## src/rtl/arb_requester.sv

```systemverilog
// -----------------------------------------------------------------------------
// arb_requester
//
// Queues data words in a small FIFO and moves them onto a shared bus owned by a
// 3-way arbiter. The block raises req while it has work, and each granted cycle
// in XFER pops one word onto the bus. A grant delivers at most BURST_LEN words,
// after which req drops for one HOLD cycle so the arbiter can rotate to another
// requester. Every output comes straight from a flop.
//
// Parameters
//   DATA_W     width of each queued word
//   DEPTH      FIFO depth in words (power of two, >= 2)
//   BURST_LEN  maximum words sent per grant (>= 1)
//   TIMEOUT    grant-wait limit in REQ cycles (only used with REQ_TIMEOUT_EN)
//
// Ports
//   clk          rising-edge clock
//   rst          asynchronous active-low reset
//   push_i       enqueue push_data_i this cycle (dropped when full)
//   push_data_i  word to enqueue
//   full_o       FIFO holds DEPTH words
//   count_o      FIFO occupancy, 0..DEPTH
//   req_o        request line to the arbiter
//   gnt_i        grant from the arbiter
//   bus_valid_o  bus_data_o carries a word this cycle
//   bus_data_o   word on the shared bus; holds its last value when not valid
//   busy_o       FSM is not in IDLE
//   timeout_o    one-cycle pulse when a grant wait is abandoned
//                (port exists only with REQ_TIMEOUT_EN)
//
// Build option
//   REQ_TIMEOUT_EN  when defined, a counter bounds the time spent in REQ; on
//                   expiry the block pulses timeout_o, drops req and goes to
//                   HOLD with the FIFO intact. When undefined, the block waits
//                   in REQ indefinitely and has no counter or timeout port.
// -----------------------------------------------------------------------------
module arb_requester #(
  parameter int DATA_W    = 8,
  parameter int DEPTH     = 4,
  parameter int BURST_LEN = 2,
  parameter int TIMEOUT   = 15
) (
  input  logic                   clk,
  input  logic                   rst,
  input  logic                   push_i,
  input  logic [DATA_W-1:0]      push_data_i,
  output logic                   full_o,
  output logic [$clog2(DEPTH):0] count_o,
  output logic                   req_o,
  input  logic                   gnt_i,
  output logic                   bus_valid_o,
  output logic [DATA_W-1:0]      bus_data_o,
  output logic                   busy_o
`ifdef REQ_TIMEOUT_EN
  ,
  output logic                   timeout_o
`endif
);

  // ---------------------------------------------------------------------------
  // Derived sizes and constants
  // ---------------------------------------------------------------------------
  localparam int PTR_W  = $clog2(DEPTH);
  localparam int CNT_W  = PTR_W + 1;
  localparam int BEAT_W = $clog2(BURST_LEN + 1);

  localparam logic [CNT_W-1:0]  FULL_CNT  = CNT_W'(DEPTH);
  localparam logic [BEAT_W-1:0] LAST_BEAT = BEAT_W'(BURST_LEN);

  localparam logic [1:0] S_IDLE = 2'd0;
  localparam logic [1:0] S_REQ  = 2'd1;
  localparam logic [1:0] S_XFER = 2'd2;
  localparam logic [1:0] S_HOLD = 2'd3;

  // Reject parameter sets the pointer arithmetic cannot handle.
  if (DEPTH < 2 || (DEPTH & (DEPTH - 1)) != 0) begin : g_bad_depth
    $error("arb_requester: DEPTH must be a power of two and at least 2");
  end
  if (BURST_LEN < 1 || TIMEOUT < 1) begin : g_bad_limits
    $error("arb_requester: BURST_LEN and TIMEOUT must be at least 1");
  end

  // ---------------------------------------------------------------------------
  // State
  // ---------------------------------------------------------------------------
  logic [DATA_W-1:0] mem_q [DEPTH];

  logic [PTR_W-1:0]  wr_ptr_q, wr_ptr_d;
  logic [PTR_W-1:0]  rd_ptr_q, rd_ptr_d;
  logic [CNT_W-1:0]  count_q, count_d;
  logic [1:0]        state_q, state_d;
  logic [BEAT_W-1:0] beat_q, beat_d;

  logic              req_q, req_d;
  logic              busy_q, busy_d;
  logic              full_q, full_d;
  logic              bus_valid_q, bus_valid_d;
  logic [DATA_W-1:0] bus_data_q, bus_data_d;

`ifdef REQ_TIMEOUT_EN
  localparam int               TO_W    = $clog2(TIMEOUT + 1);
  localparam logic [TO_W-1:0]  TO_LAST = TO_W'(TIMEOUT - 1);

  logic [TO_W-1:0] to_cnt_q, to_cnt_d;
  logic            timeout_q, timeout_d;
`endif

  logic push_ok;
  logic pop;

  // A push against a full FIFO is dropped even if a pop happens in the same
  // cycle; the decision uses the registered full flag only.
  assign push_ok = push_i && !full_q;

  // Only a granted XFER cycle pops. The count guard keeps a stray grant from
  // ever reading an empty FIFO.
  assign pop = (state_q == S_XFER) && gnt_i && (count_q != '0);

  // ---------------------------------------------------------------------------
  // FIFO bookkeeping and bus data path
  // ---------------------------------------------------------------------------
  always_comb begin
    // NOTE: every signal driven here gets a default first, so no path through
    // the block can leave a value unassigned and infer a latch.
    wr_ptr_d    = wr_ptr_q;
    rd_ptr_d    = rd_ptr_q;
    count_d     = count_q;
    bus_data_d  = bus_data_q;
    bus_valid_d = pop;

    // DEPTH is a power of two, so natural overflow wraps the pointers.
    if (push_ok) begin
      wr_ptr_d = wr_ptr_q + PTR_W'(1);
    end
    if (pop) begin
      rd_ptr_d   = rd_ptr_q + PTR_W'(1);
      bus_data_d = mem_q[rd_ptr_q];
    end

    // Simultaneous push and pop leave the occupancy unchanged.
    unique case ({push_ok, pop})
      2'b10:   count_d = count_q + CNT_W'(1);
      2'b01:   count_d = count_q - CNT_W'(1);
      default: count_d = count_q;
    endcase

    full_d = (count_d == FULL_CNT);
  end

  // ---------------------------------------------------------------------------
  // Request FSM
  // ---------------------------------------------------------------------------
  always_comb begin
    state_d = state_q;
    beat_d  = beat_q;
`ifdef REQ_TIMEOUT_EN
    timeout_d = 1'b0;
`endif

    unique case (state_q)
      S_IDLE: begin
        if (count_q != '0) begin
          state_d = S_REQ;
        end
      end

      S_REQ: begin
        if (gnt_i) begin
          state_d = S_XFER;
          beat_d  = '0;
        end
`ifdef REQ_TIMEOUT_EN
        else if (to_cnt_q == TO_LAST) begin
          // Give up on this grant; the FIFO keeps its words and the HOLD
          // cycle lets the arbiter move on before we ask again.
          state_d   = S_HOLD;
          timeout_d = 1'b1;
        end
`endif
      end

      S_XFER: begin
        if (pop) begin
          beat_d = beat_q + BEAT_W'(1);
          // Burst ends on the BURST_LEN-th word or when this pop drains the
          // FIFO, whichever comes first.
          if (beat_d == LAST_BEAT || count_d == '0) begin
            state_d = S_HOLD;
          end
        end else begin
          // Grant withdrawn mid-burst: ask again if anything is left.
          state_d = (count_d != '0) ? S_REQ : S_IDLE;
        end
      end

      S_HOLD: begin
        state_d = S_IDLE;
      end

      default: begin
        state_d = S_IDLE;
      end
    endcase

    // Outputs are decoded from the next state so they appear registered in
    // the same cycle the FSM occupies that state.
    req_d  = (state_d == S_REQ) || (state_d == S_XFER);
    busy_d = (state_d != S_IDLE);
  end

`ifdef REQ_TIMEOUT_EN
  // Counts consecutive REQ cycles; clears whenever the FSM leaves REQ.
  always_comb begin
    to_cnt_d = '0;
    if (state_q == S_REQ && state_d == S_REQ) begin
      to_cnt_d = to_cnt_q + TO_W'(1);
    end
  end
`endif

  // ---------------------------------------------------------------------------
  // Registers
  // ---------------------------------------------------------------------------
  always_ff @(posedge clk or negedge rst) begin
    // NOTE: sequential state is updated with non-blocking assignments so every
    // flop samples the pre-edge values regardless of statement order.
    if (!rst) begin
      state_q     <= S_IDLE;
      wr_ptr_q    <= '0;
      rd_ptr_q    <= '0;
      count_q     <= '0;
      beat_q      <= '0;
      req_q       <= 1'b0;
      busy_q      <= 1'b0;
      full_q      <= 1'b0;
      bus_valid_q <= 1'b0;
      bus_data_q  <= '0;
    end else begin
      state_q     <= state_d;
      wr_ptr_q    <= wr_ptr_d;
      rd_ptr_q    <= rd_ptr_d;
      count_q     <= count_d;
      beat_q      <= beat_d;
      req_q       <= req_d;
      busy_q      <= busy_d;
      full_q      <= full_d;
      bus_valid_q <= bus_valid_d;
      bus_data_q  <= bus_data_d;
    end
  end

`ifdef REQ_TIMEOUT_EN
  always_ff @(posedge clk or negedge rst) begin
    if (!rst) begin
      to_cnt_q  <= '0;
      timeout_q <= 1'b0;
    end else begin
      to_cnt_q  <= to_cnt_d;
      timeout_q <= timeout_d;
    end
  end
`endif

  // NOTE: the storage array has no reset; the cleared pointers and count make
  // any stale contents unreachable, and leaving it unreset lets it map to RAM.
  always_ff @(posedge clk) begin
    if (push_ok) begin
      mem_q[wr_ptr_q] <= push_data_i;
    end
  end

  // ---------------------------------------------------------------------------
  // Outputs
  // ---------------------------------------------------------------------------
  assign full_o      = full_q;
  assign count_o     = count_q;
  assign req_o       = req_q;
  assign bus_valid_o = bus_valid_q;
  assign bus_data_o  = bus_data_q;
  assign busy_o      = busy_q;
`ifdef REQ_TIMEOUT_EN
  assign timeout_o   = timeout_q;
`endif

endmodule

```

## config.mk

```make
export PLATFORM = sky130hd
export DESIGN_NAME = arb_requester
export DESIGN_NICKNAME = d
export VERILOG_FILES = /design/src/rtl/arb_requester.sv
export SDC_FILE = /design/constraint.sdc
export NUM_CORES = 1
export LEC_CHECK = 0
export CAP_MARGIN = 0
export CORE_ASPECT_RATIO = 0.6
export CORE_MARGIN = 3
export CORE_UTILIZATION = 35
export DETAILED_ROUTE_END_ITERATION = 10
export PLACE_DENSITY = 0.5
export SYNTH_ARGS = -nofsm -noshare
export SYNTH_HDL_FRONTEND = slang
export SYNTH_SLANG_ARGS = --single-unit
```

## constraint.sdc

```tcl
create_clock -name clk -period 3.5 [get_ports clk]
set_input_delay 1.05 -clock clk [delete_from_list [all_inputs] [get_ports clk]]
set_output_delay 1.05 -clock clk [all_outputs]
set_load 0.05 [all_outputs]
```

---- After elaboration in Yosys (flattened, before gate mapping) ----
Memories as Yosys holds them, arrays and structs flattened. A register that Yosys moved wholly into a read port is not among the register bits.
Cells that the tools add are included.
word-level totals
  output and inout port bits .............. 15
  memories ................................ 1
  logic and storage cells ................. 52
  memory bits (writable) .................. 32
  bits in registers ....................... 15
memory list
  name   words  width  rd ports  clocked after Yosys merged registers in  write ports  RTL line  text
  mem_q  4      8      1         1                                        1            86        logic [DATA_W-1:0] mem_q [DEPTH];
cells by class
  multiplexer cells ....................... 12
  add/sub/neg operators ................... 5
  reduce and logical (&&, ||, !) cells .... 14
  equality and inequality tests ........... 11
operators with widths
  operator             count
  $mux 2               6
  $eq 2x2->1 const B   5
  $pmux 2 s4           1
  $add 2x1->2 const B  3
  $eq 2x1->1 const B   3
  $pmux 3 s2           1
  $reduce_bool 3->1    2
  $ne 2x2->1 const B   2
  $pmux 2 s2           1
  $reduce_bool 2->1    2
  $add 3x1->3 const B  1
  $eq 3x3->1 const B   1
  $logic_and 1x1->1    3
  $logic_not 3->1      1
  $mux 1               3
  $reduce_and 3->1     1
  $sub 3x1->3 const B  1
  $logic_not 1->1      2
  $logic_not 2->1      1
  $logic_or 1x1->1     2

---- Depth between registers and ports, before layout ----
  depth after elaboration ................. 12
  depth in mapped cells ................... 13
  gate-level depth less buffers ........... 12

---- Least setup slack after synthesis ----
OpenSTA, ideal clock, no wires.
  path type ............................... input to register
  start ................................... in push_i
  end ..................................... reg req_q, in the netlist req_o
  setup slack ............................. 214 ps
  path buffers ............................ 1
  setup time .............................. 126 ps
  data arrival time ....................... 3160 ps
  stages .................................. 10
  path through ............................ nor2b_1 > clkbuf_1 > inv_1 > ha_1 > fa_1 > xnor2_1 > o32a_1 > a211o_1 > and3_1 > ha_1
on the way
  longest elaborated chain between the ends .. 10
  elaborated cells on any way between the ends .. 14
  classes of those cells .................. eq/ne (4); mux (5); reduce/logical (5)
RTL lines
  item                                             RTL line  text
  from (decl)                                      45        input logic push_i,
  $logic_and 1x1->1 (*)                            113       assign push_ok = push_i && !full_q;
  $eq 2x1->1 / $eq 2x2->1 (equally long branches)  141       unique case ({push_ok, pop})
  $pmux 3 s2 (*)                                   141
  $logic_not 3->1                                  187       if (beat_d == LAST_BEAT || count_d == '0) begin
  $logic_or 1x1->1                                 187
  $mux 2                                           187
  $mux 2 (*)                                       183       if (pop) begin
  $pmux 2 s4 (*)                                   160       unique case (state_q)
  $eq 2x1->1 / $eq 2x2->1 (equally long branches)  207       req_d = (state_d == S_REQ) || (state_d == S_XFER);
  $logic_or 1x1->1 (*)                             207
  net req_d                                        94        logic req_q, req_d;
  to (signal assigned)                             244       req_q <= req_d;
  to (decl)                                        94
Mark *: on every way through the listed nets, which the timed path passes. The rest lies on a longest branch.
A chain may end at the register's enable or synchronous reset.

---- Worst setup path in the final report ----
Same ends and word-level chain as after synthesis.

==> out/summary.md <==
For this design the static power due to leakage is 1.03 nW. The cell count after synthesis is 127. The per-instance average area after synthesis was 17.6 sq um. Yosys mapped the design onto 33 distinct sky130hd cell types. The tools report the number of setup buffers added after CTS as 0. Setup repair after global routing left no endpoint under its margin. TritonCTS built the clock tree. The count of nets left with antenna violations once routing finished came out at 0. IR analysis of the VDD net gives a maximum drop of 0.000303 V.

The wire length reported by the detailed router is 3900 um. Setup violations remaining at the end of the flow were counted as 0. The final critical path time including I/O delays and setup was 3.32 ns; the number of antenna violations at the first check in global routing was 0. The chip height was 67.9 um; the slew at the pin closest to its max-slew limit was 0.600 ns.

In this run the tightest slew margin relative to its limit is 60.0%. In the routed design, unresolved DRC markers number 0. The tools report the final standard cell area without fillers as 0.00271 sq mm. For the overall global routing resource usage, the log shows 11.7%. The ratio of total power to cell area is 899 mW/mm^2, and the standard cell area after detailed placement is 0.00261 sq mm. The first global-routing pass estimated 6230 um of wire. Sequential cells were found to cover 68.8% of the synthesized design area. Of the post-synthesis cell area, the dominant cell type holds 43.0%. The maximum fanout along the worst path was 3. The number of hold buffers added after CTS was 0. The first detailed-routing pass took 4 iterations. 0 antenna diodes ended up in the layout.

The number of port buffers came out at 26. Number of nets in the final layout: 183. The later pin in the worst-skew pair is clocked with a latency of 0.30 ns. For the via total after detailed routing, the log shows 1,128. Summing all multi-input logic gate instances after layout gives 636 sq um. The smallest setup slack after layout is 0.180 ns. The global placement routability congestion came out at 0.763. The tools report the largest net degree at the start of global routing as 24. The total count of hold-check failures in the final report was 0; the flop and latch count out of synthesis was 55. The critical path in this run is classified as in2reg. The detailed-route vias per instance came out at 4.62. TritonCTS buffer count: 5. STA classifies the critical path startpoint as an input pin. The region available for standard cell placement spans 0.00586 sq mm.

The worst setup path is captured at a register. The ratio of final minimum period to clock period was 94.9%; the HPWL after detailed placement was 2680 um. Once placement completed, the tool counted placed cells totaling 236. The required time of the critical path was 3.70 ns; the routed length per instance was 16.0 um. The worst-case setup slack after placement was -0.145 ns. The run finished with clean final reports. The non-filler instance count after layout is 244, and the cell area after synthesis is 0.00223 sq mm.

For the post-route clock skew, the log shows 0.00643 ns. The tools report the count of cells resized by post-cts repair as 0. The floorplan has 21 rows.

Counting every sink on the clock net gives 55. The clock passes through at most 2 buffers. For the count of routing violations after the opening detailed-route iteration, the log shows 25. The width of the chip is 109 um.

The path class of the tightest hold or removal check is reg2reg. Layout-stage area growth over the synthesis result: 21.1%. The CTS clock-pin slew for the worst setup and hold paths was 0.09 ns; the number of global-route vias before repair was 1,190.

The biggest area contributor in the post-synthesis netlist is sky130_fd_sc_hd__edfxtp_1. For the final number of max-transition violations, the log shows 0. The total congestion overflow after global routing is 0, and the end-of-flow core utilization is 46.2%.

The H-tree generated during clock tree synthesis spans 2 levels. For this run, the number of Yosys warnings is 0. Sequential cell area: 0.00154 sq mm.

Counting every net in the synthesized netlist gives 147. The arrival time reported for the critical path endpoint came out at 3.52 ns. The root cell of the clock tree was sky130_fd_sc_hd__clkbuf_8. 27 I/O pins were placed. For the overall die area, the log shows 0.00741 sq mm. For the number of maximum-capacitance violations, the log shows 0.

In the final layout, the share of cells above drive strength 1 is 20.7%. The tools report the count of filler cells inserted in the layout as 504. For this configuration, the core starts out at a cell density of 38.1%. After synthesis, the cell types taking the most area are sky130_fd_sc_hd__edfxtp_1, sky130_fd_sc_hd__dfrtp_1, sky130_fd_sc_hd__mux4_2.

For this run, the top clock speed supported by timing is 301 MHz.
==> sequential cells by signal (all words and copies together), names as in the netlist <==
name / flops
state_q: 2
full_o: 1
wr_ptr_q: 2
beat_q: 2
count_o: 3
req_o: 1
busy_o: 1
rd_ptr_q: 2
mem_q: 32
bus_valid_o: 1
bus_data_o: 8
==> path summary, 6_finish.rpt <==
path | start | endpoint | slack [ns] | cells after the start
max | push_i | req_o$_DFF_PN0_ | 0.18 | 10
min | beat_q[0]$_DFFE_PN0P_ | beat_q[0]$_DFFE_PN0P_ | 0.49 | 1
max reg2reg | count_o[0]$_DFF_PN0_ | req_o$_DFF_PN0_ | 0.65 | 11
min reg2reg | beat_q[0]$_DFFE_PN0P_ | beat_q[0]$_DFFE_PN0P_ | 0.49 | 1
max in group asynchronous | rst | bus_data_o[3]$_DFFE_PN0N_ | 2.13 | 2
min in group asynchronous | rst | bus_data_o[7]$_DFFE_PN0N_ | 1.11 | 2
==> cell usage after synthesis <==
| library cell | instances |
|---|---|
| sky130_fd_sc_hd__xnor2_1 | 4 |
| sky130_fd_sc_hd__fa_1 | 1 |
| sky130_fd_sc_hd__or3_2 | 1 |
| sky130_fd_sc_hd__nor2b_1 | 2 |
| sky130_fd_sc_hd__a211oi_1 | 1 |
| sky130_fd_sc_hd__ha_1 | 7 |
| sky130_fd_sc_hd__a21oi_1 | 2 |
| sky130_fd_sc_hd__buf_6 | 1 |
| sky130_fd_sc_hd__inv_4 | 1 |
| sky130_fd_sc_hd__and3_1 | 1 |
| sky130_fd_sc_hd__mux4_2 | 8 |
| sky130_fd_sc_hd__a211o_1 | 1 |
| sky130_fd_sc_hd__nand2_1 | 3 |
| sky130_fd_sc_hd__inv_1 | 6 |
| sky130_fd_sc_hd__nand2b_1 | 1 |
| sky130_fd_sc_hd__nand2_2 | 1 |
| sky130_fd_sc_hd__mux2_2 | 4 |
| sky130_fd_sc_hd__and2_1 | 4 |
| sky130_fd_sc_hd__nor2_1 | 2 |
| sky130_fd_sc_hd__mux2_4 | 5 |
| sky130_fd_sc_hd__nor3b_1 | 2 |
| sky130_fd_sc_hd__o22ai_1 | 1 |
| sky130_fd_sc_hd__xor2_1 | 1 |
| sky130_fd_sc_hd__buf_8 | 1 |
| sky130_fd_sc_hd__dfrtp_1 | 23 |
| sky130_fd_sc_hd__nand3_1 | 2 |
| sky130_fd_sc_hd__edfxtp_1 | 32 |
| sky130_fd_sc_hd__o32a_1 | 1 |
| sky130_fd_sc_hd__nor3_1 | 1 |
| sky130_fd_sc_hd__o21a_1 | 1 |
| sky130_fd_sc_hd__o21ai_0 | 3 |
| sky130_fd_sc_hd__clkbuf_1 | 2 |
| sky130_fd_sc_hd__nor4_1 | 1 |
==> through the flow <==
stage	hold slack (ns)	TNS [ns]	power, W
floorplan	0.446	0	0.00178
global placement	0.459	-0.142	0.00209
detailed placement	0.474	-0.192	0.00211
CTS	0.485	0	0.00247
global route	0.501	0	0.00259
finish	0.486	0	0.00243
==> cells in the final DEF, fill, tap and decap left out, drive strengths merged, types with 3 or more instances in the layout <==
| cell type | n |
|---|---|
| clkbuf | 7 |
| dfrtp | 23 |
| mux4 | 8 |
| o21ai | 3 |
| ha | 7 |
| and2 | 4 |
| edfxtp | 32 |
| inv | 7 |
| mux2 | 9 |
| buf | 7 |
| clkdlybuf4s50 | 26 |
| nand2 | 4 |
| xnor2 | 4 |
==> report_power, final <==
group | total [W] | internal, W | switching [W]
registers | 0.00106 | 0.000900 | 0.000160
clock network | 0.000356 | 0.000160 | 0.000196
logic | 0.00102 | 0.000448 | 0.000567
==> critical path, stage by stage <==
cell and delay, ns:
sky130_fd_sc_hd__clkdlybuf4s50_1 0.44, sky130_fd_sc_hd__nor2b_1 0.16, sky130_fd_sc_hd__inv_1 0.06, sky130_fd_sc_hd__ha_1 0.20, sky130_fd_sc_hd__fa_1 0.39, sky130_fd_sc_hd__xnor2_1 0.16
sky130_fd_sc_hd__o32a_1 0.31, sky130_fd_sc_hd__a211o_1 0.31, sky130_fd_sc_hd__and3_1 0.16, sky130_fd_sc_hd__ha_1 0.28
==> cell families (layout without fill, tap and decap cells) <==
| family | count (synthesis) | after routing | share of synthesized area (%) |
|---|---|---|---|
| AOI/OAI and AO/OA | 10 | 10 | 2.91 |
| xor gates and xnor gates | 5 | 5 | 1.96 |
| adders and majority gates | 8 | 8 | 4.82 |
| buffers and inverters | 11 | 48 | 2.80 |
| DFF | 55 | 55 | 68.8 |
| muxes | 17 | 17 | 13.4 |
| and+or+nand+nor | 21 | 21 | 5.32 |
==> area by class of cell <==
type / count / share of cell area [%]
multi-input combinational: 61 / 23.5
clock inverter: 1 / 0.185
inverter: 7 / 1.06
clock buffer: 7 / 3.19
sequential: 55 / 56.8
tap: 80 / 3.70
timing repair buffer: 33 / 11.6
==> metal layers <==
metal,track usage (%),wire (um),vias up
met1,16.4,1950,567
met5,0,0,-
met4,4.25,53,0
met3,3.20,135,5
li1,-,-,538
met2,17.7,1760,18
Power figures use the tool's default switching activity.
